<file path="config.mk">
export PLATFORM = sky130hd
export DESIGN_NAME = ysyx_22040895_ifu_ctrl
export DESIGN_NICKNAME = d
export VERILOG_FILES = /design/src/rtl/ysyx_22040895_ifu_ctrl_pkg.sv /design/src/rtl/ysyx_22040895_ifu_ctrl_redir.sv /design/src/rtl/ysyx_22040895_ifu_ctrl.sv
export SDC_FILE = /design/constraint.sdc
export NUM_CORES = 1
export LEC_CHECK = 0
export ABC_AREA = 1
export CAP_MARGIN = 20
export CORE_MARGIN = 4
export CORE_UTILIZATION = 49
export CTS_BUF_LIST = sky130_fd_sc_hd__clkbuf_16
export DETAILED_ROUTE_END_ITERATION = 10
export PLACE_DENSITY_LB_ADDON = 0.12
export SYNTH_ARGS = -nofsm -noshare
export SYNTH_HDL_FRONTEND = slang
export SYNTH_SLANG_ARGS = --single-unit
export TNS_END_PERCENT = 50
</file>
<file path="constraint.sdc">
create_clock -name clk -period 2.1 [get_ports clk]
set_input_delay 0.42 -clock clk [delete_from_list [all_inputs] [get_ports clk]]
set_output_delay 0.42 -clock clk [all_outputs]
set_load 0.02 [all_outputs]
</file>
<file path="src/rtl/ysyx_22040895_ifu_ctrl_pkg.sv">
// Shared definitions for the instruction-fetch sequencer: FSM encoding,
// default widths and the post-reset fetch address.
package ysyx_22040895_ifu_ctrl_pkg;

  localparam int          INST_W_DEF   = 32;
  localparam int          ADDR_W_DEF   = 64;
  localparam int          InstAddrBus  = ADDR_W_DEF;
  localparam int          InstBus      = INST_W_DEF;
  localparam logic [63:0] RESET_PC_DEF = 64'h0000_0000_8000_0000;

  typedef enum logic [1:0] {
    S_IDLE = 2'd0,
    S_REQ  = 2'd1,
    S_WAIT = 2'd2,
    S_HOLD = 2'd3
  } ifu_state_e;

  function automatic logic pc_misaligned(input logic [1:0] lo);
    return lo != 2'b00;
  endfunction

endpackage

</file>
<file path="src/rtl/ysyx_22040895_ifu_ctrl_redir.sv">
// Redirect source select (trap over branch) and the pending-redirect latch
// that holds a target until the fetch FSM is able to act on it.
module ysyx_22040895_redir_latch
  import ysyx_22040895_ifu_ctrl_pkg::*;
#(
  parameter int ADDR_W = ADDR_W_DEF
) (
  input  logic              clk,
  input  logic              rst,
  input  logic              trap_valid_i,
  input  logic [ADDR_W-1:0] trap_pc_i,
  input  logic              redir_valid_i,
  input  logic [ADDR_W-1:0] redir_pc_i,
  input  logic              consume_i,
  output logic              rd_valid_o,
  output logic              pend_v_o,
  output logic              tgt_valid_o,
  output logic [ADDR_W-1:0] tgt_pc_o
);

  logic              pend_v_q, pend_v_d;
  logic [ADDR_W-1:0] pend_pc_q, pend_pc_d;
  logic [ADDR_W-1:0] rd_pc;

  assign rd_valid_o = trap_valid_i | redir_valid_i;
  assign rd_pc      = trap_valid_i ? trap_pc_i : redir_pc_i;

  // A redirect seen this cycle is always newer than anything already latched.
  assign tgt_valid_o = rd_valid_o | pend_v_q;
  assign tgt_pc_o    = rd_valid_o ? rd_pc : pend_pc_q;
  assign pend_v_o    = pend_v_q;

  always_comb begin
    pend_v_d  = pend_v_q;
    pend_pc_d = pend_pc_q;
    if (consume_i) begin
      pend_v_d = 1'b0;
    end else if (rd_valid_o) begin
      pend_v_d  = 1'b1;
      pend_pc_d = rd_pc;
    end
  end

  always_ff @(posedge clk or negedge rst) begin
    if (!rst) begin
      pend_v_q  <= 1'b0;
      pend_pc_q <= '0;
    end else begin
      pend_v_q  <= pend_v_d;
      pend_pc_q <= pend_pc_d;
    end
  end

endmodule

</file>
<file path="src/rtl/ysyx_22040895_ifu_ctrl.sv">
// Fetch sequencer: owns the fetch PC, issues one imem request at a time,
// hands instructions to decode and squashes wrong-path responses.
module ysyx_22040895_ifu_ctrl
  import ysyx_22040895_ifu_ctrl_pkg::*;
#(
  parameter int                ADDR_W   = ADDR_W_DEF,
  parameter int                INST_W   = INST_W_DEF,
  parameter logic [ADDR_W-1:0] RESET_PC = ADDR_W'(RESET_PC_DEF)
) (
  input  logic              clk,
  input  logic              rst,
  input  logic              trap_valid_i,
  input  logic [ADDR_W-1:0] trap_pc_i,
  input  logic              redir_valid_i,
  input  logic [ADDR_W-1:0] redir_pc_i,
  output logic              imem_req_valid_o,
  output logic [ADDR_W-1:0] imem_req_addr_o,
  input  logic              imem_req_ready_i,
  input  logic              imem_rsp_valid_i,
  input  logic [INST_W-1:0] imem_rsp_data_i,
  output logic              inst_valid_o,
  output logic [INST_W-1:0] inst_o,
  output logic [ADDR_W-1:0] inst_pc_o,
  output logic              inst_misalign_o,
  input  logic              inst_ready_i
);

  ifu_state_e        state_q, state_d;
  logic [ADDR_W-1:0] pc_q, pc_d;
  logic              drop_q, drop_d;
  logic [INST_W-1:0] inst_q, inst_d;
  logic [ADDR_W-1:0] inst_pc_q, inst_pc_d;
  logic              mis_q, mis_d;

  logic              consume;
  logic              rd_v, pend_v, tgt_v;
  logic [ADDR_W-1:0] tgt_pc;
  logic              pc_mis;

  ysyx_22040895_redir_latch #(.ADDR_W(ADDR_W)) u_redir (
    .clk          (clk),
    .rst          (rst),
    .trap_valid_i (trap_valid_i),
    .trap_pc_i    (trap_pc_i),
    .redir_valid_i(redir_valid_i),
    .redir_pc_i   (redir_pc_i),
    .consume_i    (consume),
    .rd_valid_o   (rd_v),
    .pend_v_o     (pend_v),
    .tgt_valid_o  (tgt_v),
    .tgt_pc_o     (tgt_pc)
  );

  assign pc_mis = pc_misaligned(pc_q[1:0]);

  always_comb begin
    state_d   = state_q;
    pc_d      = pc_q;
    drop_d    = drop_q;
    inst_d    = inst_q;
    inst_pc_d = inst_pc_q;
    mis_d     = mis_q;
    consume   = 1'b0;
    case (state_q)
      S_IDLE: begin
        consume = 1'b1;
        if (tgt_v) pc_d = tgt_pc;
        state_d = S_REQ;
      end
      S_REQ: begin
        // Misaligned PCs never reach imem; decode gets a flagged bubble.
        if (pc_mis) begin
          inst_d    = '0;
          inst_pc_d = pc_q;
          mis_d     = 1'b1;
          state_d   = S_HOLD;
        end else if (imem_req_ready_i) begin
          drop_d  = pend_v | rd_v;
          state_d = S_WAIT;
        end
      end
      S_WAIT: begin
        if (rd_v) drop_d = 1'b1;
        if (imem_rsp_valid_i) begin
          if (drop_q || rd_v) begin
            pc_d    = tgt_pc;
            consume = 1'b1;
            drop_d  = 1'b0;
            state_d = S_REQ;
          end else begin
            inst_d    = imem_rsp_data_i;
            inst_pc_d = pc_q;
            mis_d     = 1'b0;
            state_d   = S_HOLD;
          end
        end
      end
      S_HOLD: begin
        // Redirect beats the decode handshake even when both land together.
        if (tgt_v) begin
          pc_d    = tgt_pc;
          consume = 1'b1;
          state_d = S_REQ;
        end else if (inst_ready_i) begin
          pc_d    = pc_q + ADDR_W'(4);
          state_d = S_REQ;
        end
      end
      default: state_d = S_IDLE;
    endcase
  end

  always_ff @(posedge clk or negedge rst) begin
    if (!rst) begin
      state_q   <= S_IDLE;
      pc_q      <= RESET_PC;
      drop_q    <= 1'b0;
      inst_q    <= '0;
      inst_pc_q <= RESET_PC;
      mis_q     <= 1'b0;
    end else begin
      state_q   <= state_d;
      pc_q      <= pc_d;
      drop_q    <= drop_d;
      inst_q    <= inst_d;
      inst_pc_q <= inst_pc_d;
      mis_q     <= mis_d;
    end
  end

  assign imem_req_valid_o = (state_q == S_REQ) && !pc_mis;
  assign imem_req_addr_o  = pc_q;
  assign inst_valid_o     = (state_q == S_HOLD);
  assign inst_o           = inst_q;
  assign inst_pc_o        = inst_pc_q;
  assign inst_misalign_o  = mis_q;

endmodule
</file>
# After elaboration in Yosys (flattened, before gate mapping)
# Index checks and enable logic that the tools add are counted.
[op_classes]
addsub = 1
eq_ne = 12
muxes = 39
bitwise_logic = 2
reduce_logical = 12
[op_table]
columns = ["cell", "count"]
rows = [
  ["64-bit two-way mux", 10],
  ["64-bit one-hot mux with 3 select lines", 1],
  ["64-bit one-hot mux with 2 select lines", 1],
  ["32-bit two-way mux", 3],
  ["64-bit by 3-bit adder with 64-bit output, second input constant", 1],
  ["32-bit one-hot mux with 2 select lines", 1],
  ["2-bit != test, second input constant", 7],
  ["1-bit two-way mux", 13],
  ["2-bit two-way mux", 6],
  ["2-bit one-hot mux with 4 select lines", 1],
  ["3-bit AND reduction", 2],
  ["2-bit nonzero test", 3],
  ["5-bit AND reduction", 1],
  ["2-bit == test, second input constant", 2],
  ["1-bit one-hot mux with 2 select lines", 2],
  ["4-bit AND reduction", 1],
  ["3-bit by 1-bit != test with 1-bit output, second input constant", 1],
  ["3-bit != test, second input constant", 1],
  ["1-bit one-hot mux with 3 select lines", 1],
  ["3-bit nonzero test", 1],
  ["2-bit by 1-bit == test with 1-bit output, second input constant", 1],
  ["2-bit zero test", 1],
  ["1-bit OR", 2],
  ["1-bit logical AND", 1],
  ["2 further kinds", 2],
]
[word_totals]
ff_bits = 229
inputBits = 167
elab_cells = 74

# Longest topological paths before layout
[depth]
word_depth = 6
depth_mapped = 13
ltp_nobuf = 13

# Hierarchy
# A second synthesis with hierarchy kept.
[unflattened]
cells_unflattened = 1885
hier_area_um2 = 13168.9
[by_module_without_submodules]
columns = ["mod", "instances", "cells_per_inst", "area_each_um2"]
rows = [
  ["ysyx_22040895_ifu_ctrl", 1, 1325, 9275.1],
  ["ysyx_22040895_redir_latch", 1, 560, 3893.7],
]

# Worst setup path after synthesis
# Ideal clock, no wire load.
[synth_timing]
path_type = "register -> register"
startpoint = "register state_q[1]"
endpoint = "register inst_pc_q[11], in the netlist inst_pc_o[11]"
setup_time_ns = 0.133
t_arrival_ns = 1.798
path_slack_ns = 0.169
stages_incl_launch_ff = 10
n_path_buf = 2
synth_period_minus_slack_ns = 1.931
cell_sequence = "dfrtp_1 > inv_1 > ha_1 > inv_1 > nor2_1 > nor3_1 > nand2_2 > buf_6 > clkbuf_1 > o21ai_0"
[synth_via]
elab_chain_len = 3
elab_cells_between_ends = 8
[synth_lines]
columns = ["item", "line_no", "source"]
rows = [
  ["start, declared", "ysyx_22040895_ifu_ctrl.sv:28", "ifu_state_e state_q, state_d;"],
  ["start signal, assigned", "ysyx_22040895_ifu_ctrl.sv:122", "state_q <= state_d;"],
  ["2-bit == test / 2-bit by 1-bit == test with 1-bit output (equally long branches)", "ysyx_22040895_ifu_ctrl.sv:64", "case (state_q)"],
  ["2-bit != test (no source line) / 2-bit nonzero test (equally long branches)", "-", ""],
  ["4-bit AND reduction (no source line)", "-", ""],
  ["end signal, assigned", "ysyx_22040895_ifu_ctrl.sv:126", "inst_pc_q <= inst_pc_d;"],
  ["end, declared", "ysyx_22040895_ifu_ctrl.sv:32", "logic [ADDR_W-1:0] inst_pc_q, inst_pc_d;"],
]
# Parallel ways exist; a longest one is shown, timed or not.
# A chain may end at the register's enable or synchronous reset.

# Worst setup path after layout
[layout_timing]
startpoint = "register pc_q[63], in the netlist imem_req_addr_o[63]"
endpoint = "output port imem_req_addr_o[63]"
[layout_lines]
columns = ["item", "line_no", "source"]
rows = [
  ["start, declared", "ysyx_22040895_ifu_ctrl.sv:29", "logic [ADDR_W-1:0] pc_q, pc_d;"],
  ["start signal, assigned", "ysyx_22040895_ifu_ctrl.sv:123", "pc_q <= pc_d;"],
  ["end, declared", "ysyx_22040895_ifu_ctrl.sv:17", "output logic [ADDR_W-1:0] imem_req_addr_o,"],
]
# No word-level cell between the ends.

==> flow_summary_export.csv <==
group,metric,value,unit
cts,clock_latency_reported_for_the_late_side_of_the_worst_skew_pair,540,ps
place,dpl.cell_count,2251,
layout,area_growth,46.1,%
place,detailed_place.area,16800,sq um
global_routing,grt_max_degree,53,
floorplanning,dieArea,27300,sq um
sta,clock_skew,22.0,ps
worst_setup_path,reg2reg_to,"imem_req_addr_o[41]$_DFFE_PN0P_",
drt,drt.antenna.violating_nets,0,
drt,drt-vias-per-instance,5.59,
cts,cts_root_buffer,"sky130_fd_sc_hd__clkbuf_16",
place,port_buffers,329,
worst_setup_path,rr_worst_depth,10,
pwr,pwr-share-seq,30.9,%
cts,clock_path_buffers,3,
cts,htree_num_levels,1,
worst_setup_path,count_of_cell_instances_traversed_by_the_critical_path,1,
worst_setup_path,crit_family,"buffers and inverters",
sta,tightestPinTransition,716,ps
pwr,clock_power_share,15.0,%
worst_setup_path,worstSetupStartpointType,"flip-flop",
floorplanning,placement_rows,57,
floorplanning,initial_core_util,49.8,%
pwr,p_int,14.8,mW
worst_setup_path,arrival,1650,ps
run,max-cap-violations,0,
floorplanning,floorplan_core_area,24300,sq um
worst_setup_path,r2r_start,"imem_req_addr_o[6]$_DFFE_PN0P_",
global_routing,all_layer_gr_usage,31.6,%
synthesis,synth.avg_cell_area,7.97,sq um
place,gp_congestion,1.00,
global_routing,grt_pass1_vias,12200,
synthesis,netlist_instances,1519,
synthesis,synth_seq_area_share,47.4,%
synthesis,yosysTopAreaCell,"sky130_fd_sc_hd__dfrtp_1",
global_routing,grt-ovfl-total,0,
worst_setup_path,worst_path_max_delay_cell,"sky130_fd_sc_hd__clkdlybuf4s50_1",
sta,max_freq,0.484,GHz
drt,total_routed_wirelength,44.3,mm
outcome,run_status,"finished clean",
drt,route.detailed.wl_per_inst,19.3,um
synthesis,synth.lib_cells_used.distinct,43,
drt,drcViolationCount,0,
floorplanning,design.portCount,330,
min_path,worstHoldPathType,"primary input to asynchronous set/reset pin",
synthesis,synth_seq_cells,229,
pwr,ir_worst_vdd,0.826,mV
sta,relSlewSlack,51.9,%
global_routing,grt_first_pass_wirelength,67.5,mm
global_routing,antenna_found_initial,0,
worst_setup_path,worstPathRequired,1680,ps
floorplanning,die_h,165,um
synthesis,synth.cell_area,12100,sq um
layout,fillerInstances,1920,
layout,num_antenna_cells,0,
worst_setup_path,worstPathCellList,"clkdlybuf4s50_1",
drt,routed-via-count,12900,
worst_setup_path,rrSetupSlack,60,ps
pwr,cellPowerDensity,1520,nW/um^2
drt,drt-initial-drc-count,1253,
layout,finalNetCount,2133,
drt,drt_pass1_iterations,6,
layout,layout-drive-gt1-share,14.0,%
worst_setup_path,crit_path_end_kind,"primary output",
layout,design_area,17700,sq um
synthesis,synth_area_leaders,"sky130_fd_sc_hd__dfrtp_1 (47%), sky130_fd_sc_hd__nand2_1 (12%), sky130_fd_sc_hd__o21ai_1 (4.1%), sky130_fd_sc_hd__inv_1 (3.9%), sky130_fd_sc_hd__o21ai_0 (3.7%)",
worst_setup_path,critical-path-max-stage-delay,670,ps
worst_setup_path,worst_setup_path_startpoint,"imem_req_addr_o[63]$_DFFE_PN0P_",
sta,tcrit_tclk_final,98.4,%
synthesis,top_cell_type_s_share_of_synthesized_area,46.9,%
worst_setup_path,critical_path.max_fanout,4,
sta,finalSetupViolCount,0,
sta,period_needed,2070,ps
pwr,p_switching,12.1,mW
cts,tritoncts,"done",
pwr,power.share.combinational,54.1,%
layout,finish.cell_count_without_fillers,2303,
sta,hold_viol_final,0,
worst_setup_path,cp_num_buf_inv,1,
cts,clock-sinks,229,
cts,cts_inserted_buffers,25,
pwr,power.leakage,8.04,nW
layout,final_core_utilization,72.7,%
synthesis,synth.net_count,1691,
pwr,switching_share,44.9,%
worst_setup_path,crit_type,"flip-flop to primary output",
sta,timing_max_transition_violations_final,0,
floorplanning,die_width,165,um
synthesis,synthesis.yosys.warnings,0,
place,detailedPlacementHpwl,34.7,mm
cts,path_clk_slew,60,ps
worst_setup_path,critPathCapture,"imem_req_addr_o[63]",
[state kept, by name (all words and copies together), names as in the netlist]
register           flops
imem_req_addr_o       64
inst_pc_o             64
u_redir.pend_pc_q     64
inst_o                32
state_q                2
drop_q                 1
inst_misalign_o        1
u_redir.pend_v_o       1
[stage by stage]
step / total power, mW / setup TNS, ps / hold WS, ps / worst slack (ps)
after floorplan: 15.4 / 0 / 124 / 169
final: 26.9 / 0 / 401 / 33.5
after global routing: 28.6 / -56.9 / 425 / -31.2
after CTS: 26.7 / -16.3 / 411 / -16.3
after detailed placement: 22.7 / -20920 / 360 / -253
after global placement: 22.3 / -13180 / 357 / -293
[layout by cell type (no fill, tap or decap), types with 4 or more instances in the layout]
cell type / instances
sky130_fd_sc_hd__clkinv_1: 7
sky130_fd_sc_hd__buf_4: 142
sky130_fd_sc_hd__a21oi_1: 47
sky130_fd_sc_hd__o211ai_1: 33
sky130_fd_sc_hd__dlygate4sd2_1: 23
sky130_fd_sc_hd__inv_2: 11
sky130_fd_sc_hd__nand3_2: 4
sky130_fd_sc_hd__nor2_2: 18
sky130_fd_sc_hd__clkbuf_16: 25
sky130_fd_sc_hd__nand2_2: 8
sky130_fd_sc_hd__nand3_1: 64
sky130_fd_sc_hd__inv_1: 129
sky130_fd_sc_hd__dfrtp_2: 6
sky130_fd_sc_hd__nand2_4: 4
sky130_fd_sc_hd__dfrtp_1: 221
sky130_fd_sc_hd__o21ai_1: 100
sky130_fd_sc_hd__nor3_1: 22
sky130_fd_sc_hd__nand4_1: 26
sky130_fd_sc_hd__nor2_4: 13
sky130_fd_sc_hd__xor2_1: 8
sky130_fd_sc_hd__o21ai_0: 87
sky130_fd_sc_hd__a22o_1: 32
sky130_fd_sc_hd__nand2_1: 401
sky130_fd_sc_hd__nor2_1: 101
sky130_fd_sc_hd__clkdlybuf4s50_1: 283
sky130_fd_sc_hd__buf_12: 16
sky130_fd_sc_hd__dlymetal6s2s_1: 19
sky130_fd_sc_hd__a21boi_0: 39
sky130_fd_sc_hd__a22oi_1: 40
sky130_fd_sc_hd__clkinv_2: 5
[repair_timing]
| item | in CTS | in global routing |
|---|---|---|
| setup endpoints to repair | 29 | 63 |
| pin swaps | 0 | 7 |
| setup buffers | 0 | 6 |
| hold endpoints to repair | 40 | 0 |
| hold buffers | 1 | 0 |
| resized for setup | 37 | 49 |
[how the worst min path moves through the flow]
stage	startpoint	end	slack, ps	cells after the start
floorplan	rst	drop_q$_DFFE_PN0P_	120	0
finish	rst	inst_o[6]$_DFFE_PN0P_	400	2
CTS	rst	inst_pc_o[34]$_DFFE_PN0P_	410	2
global route	rst	inst_pc_o[39]$_DFFE_PN0P_	420	2
detailed placement	rst	inst_o[6]$_DFFE_PN0P_	360	1
global placement	rst	inst_o[6]$_DFFE_PN0P_	360	1
[power groups by stage]
stage | sequential (mW) | combinational, mW | clock, mW
detailed placement | 8.27 | 14.4 | 0
finish | 8.32 | 14.5 | 4.05
global placement | 8.21 | 14.1 | 0
floorplan | 9.47 | 5.94 | 0
CTS | 8.23 | 14.4 | 4.08
global route | 8.51 | 15.8 | 4.29
[per-layer routing]
metal  vias up  global-route usage [%]  share of wire, %
li1       6000                       -                 -
met1      6096                    46.2                43
met4         0                    7.94               2.7
met5         -                       0                 0
met3        92                    5.49                10
met2       692                    49.1                44
[cells in the mapped netlist, drive strengths merged]
library cell / number
a211oi: 3
a31oi: 2
nor4: 1
nand4: 26
o221ai: 3
o22ai: 4
xor2: 8
a21oi: 47
dfstp: 2
nand3: 68
o211ai: 33
nor3: 25
a22o: 32
clkbuf: 28
ha: 5
inv: 134
o21ai: 191
o21a: 1
dfrtp: 227
or2: 2
clkinv: 2
nand2: 413
a21boi: 40
buf: 47
o31ai: 1
a22oi: 40
nor2: 134
[area by class of cell]
cell class | instances | area [sq um] | share of cell area [%]
multi-input combinational | 1079 | 5550 | 31.4
inverter | 136 | 520 | 2.94
sequential | 229 | 5740 | 32.5
tap | 324 | 405 | 2.29
timing repair buffer | 490 | 4730 | 26.7
clock inverter | 20 | 113 | 0.637
clock buffer | 25 | 626 | 3.54
[cell families (layout without fill, tap and decap cells)]
group                      Yosys count  count (layout)  share of synthesized area (%)
buffers and inverters              211             671                           7.37
and+or+nand+nor                    669             669                           24.0
adders and majority gates            5               5                          0.517
DFF                                229             229                           47.4
AOI/OAI and AO/OA                  397             397                           20.2
xor gates and xnor gates             8               8                          0.579
(Power assumes the default switching activity.)
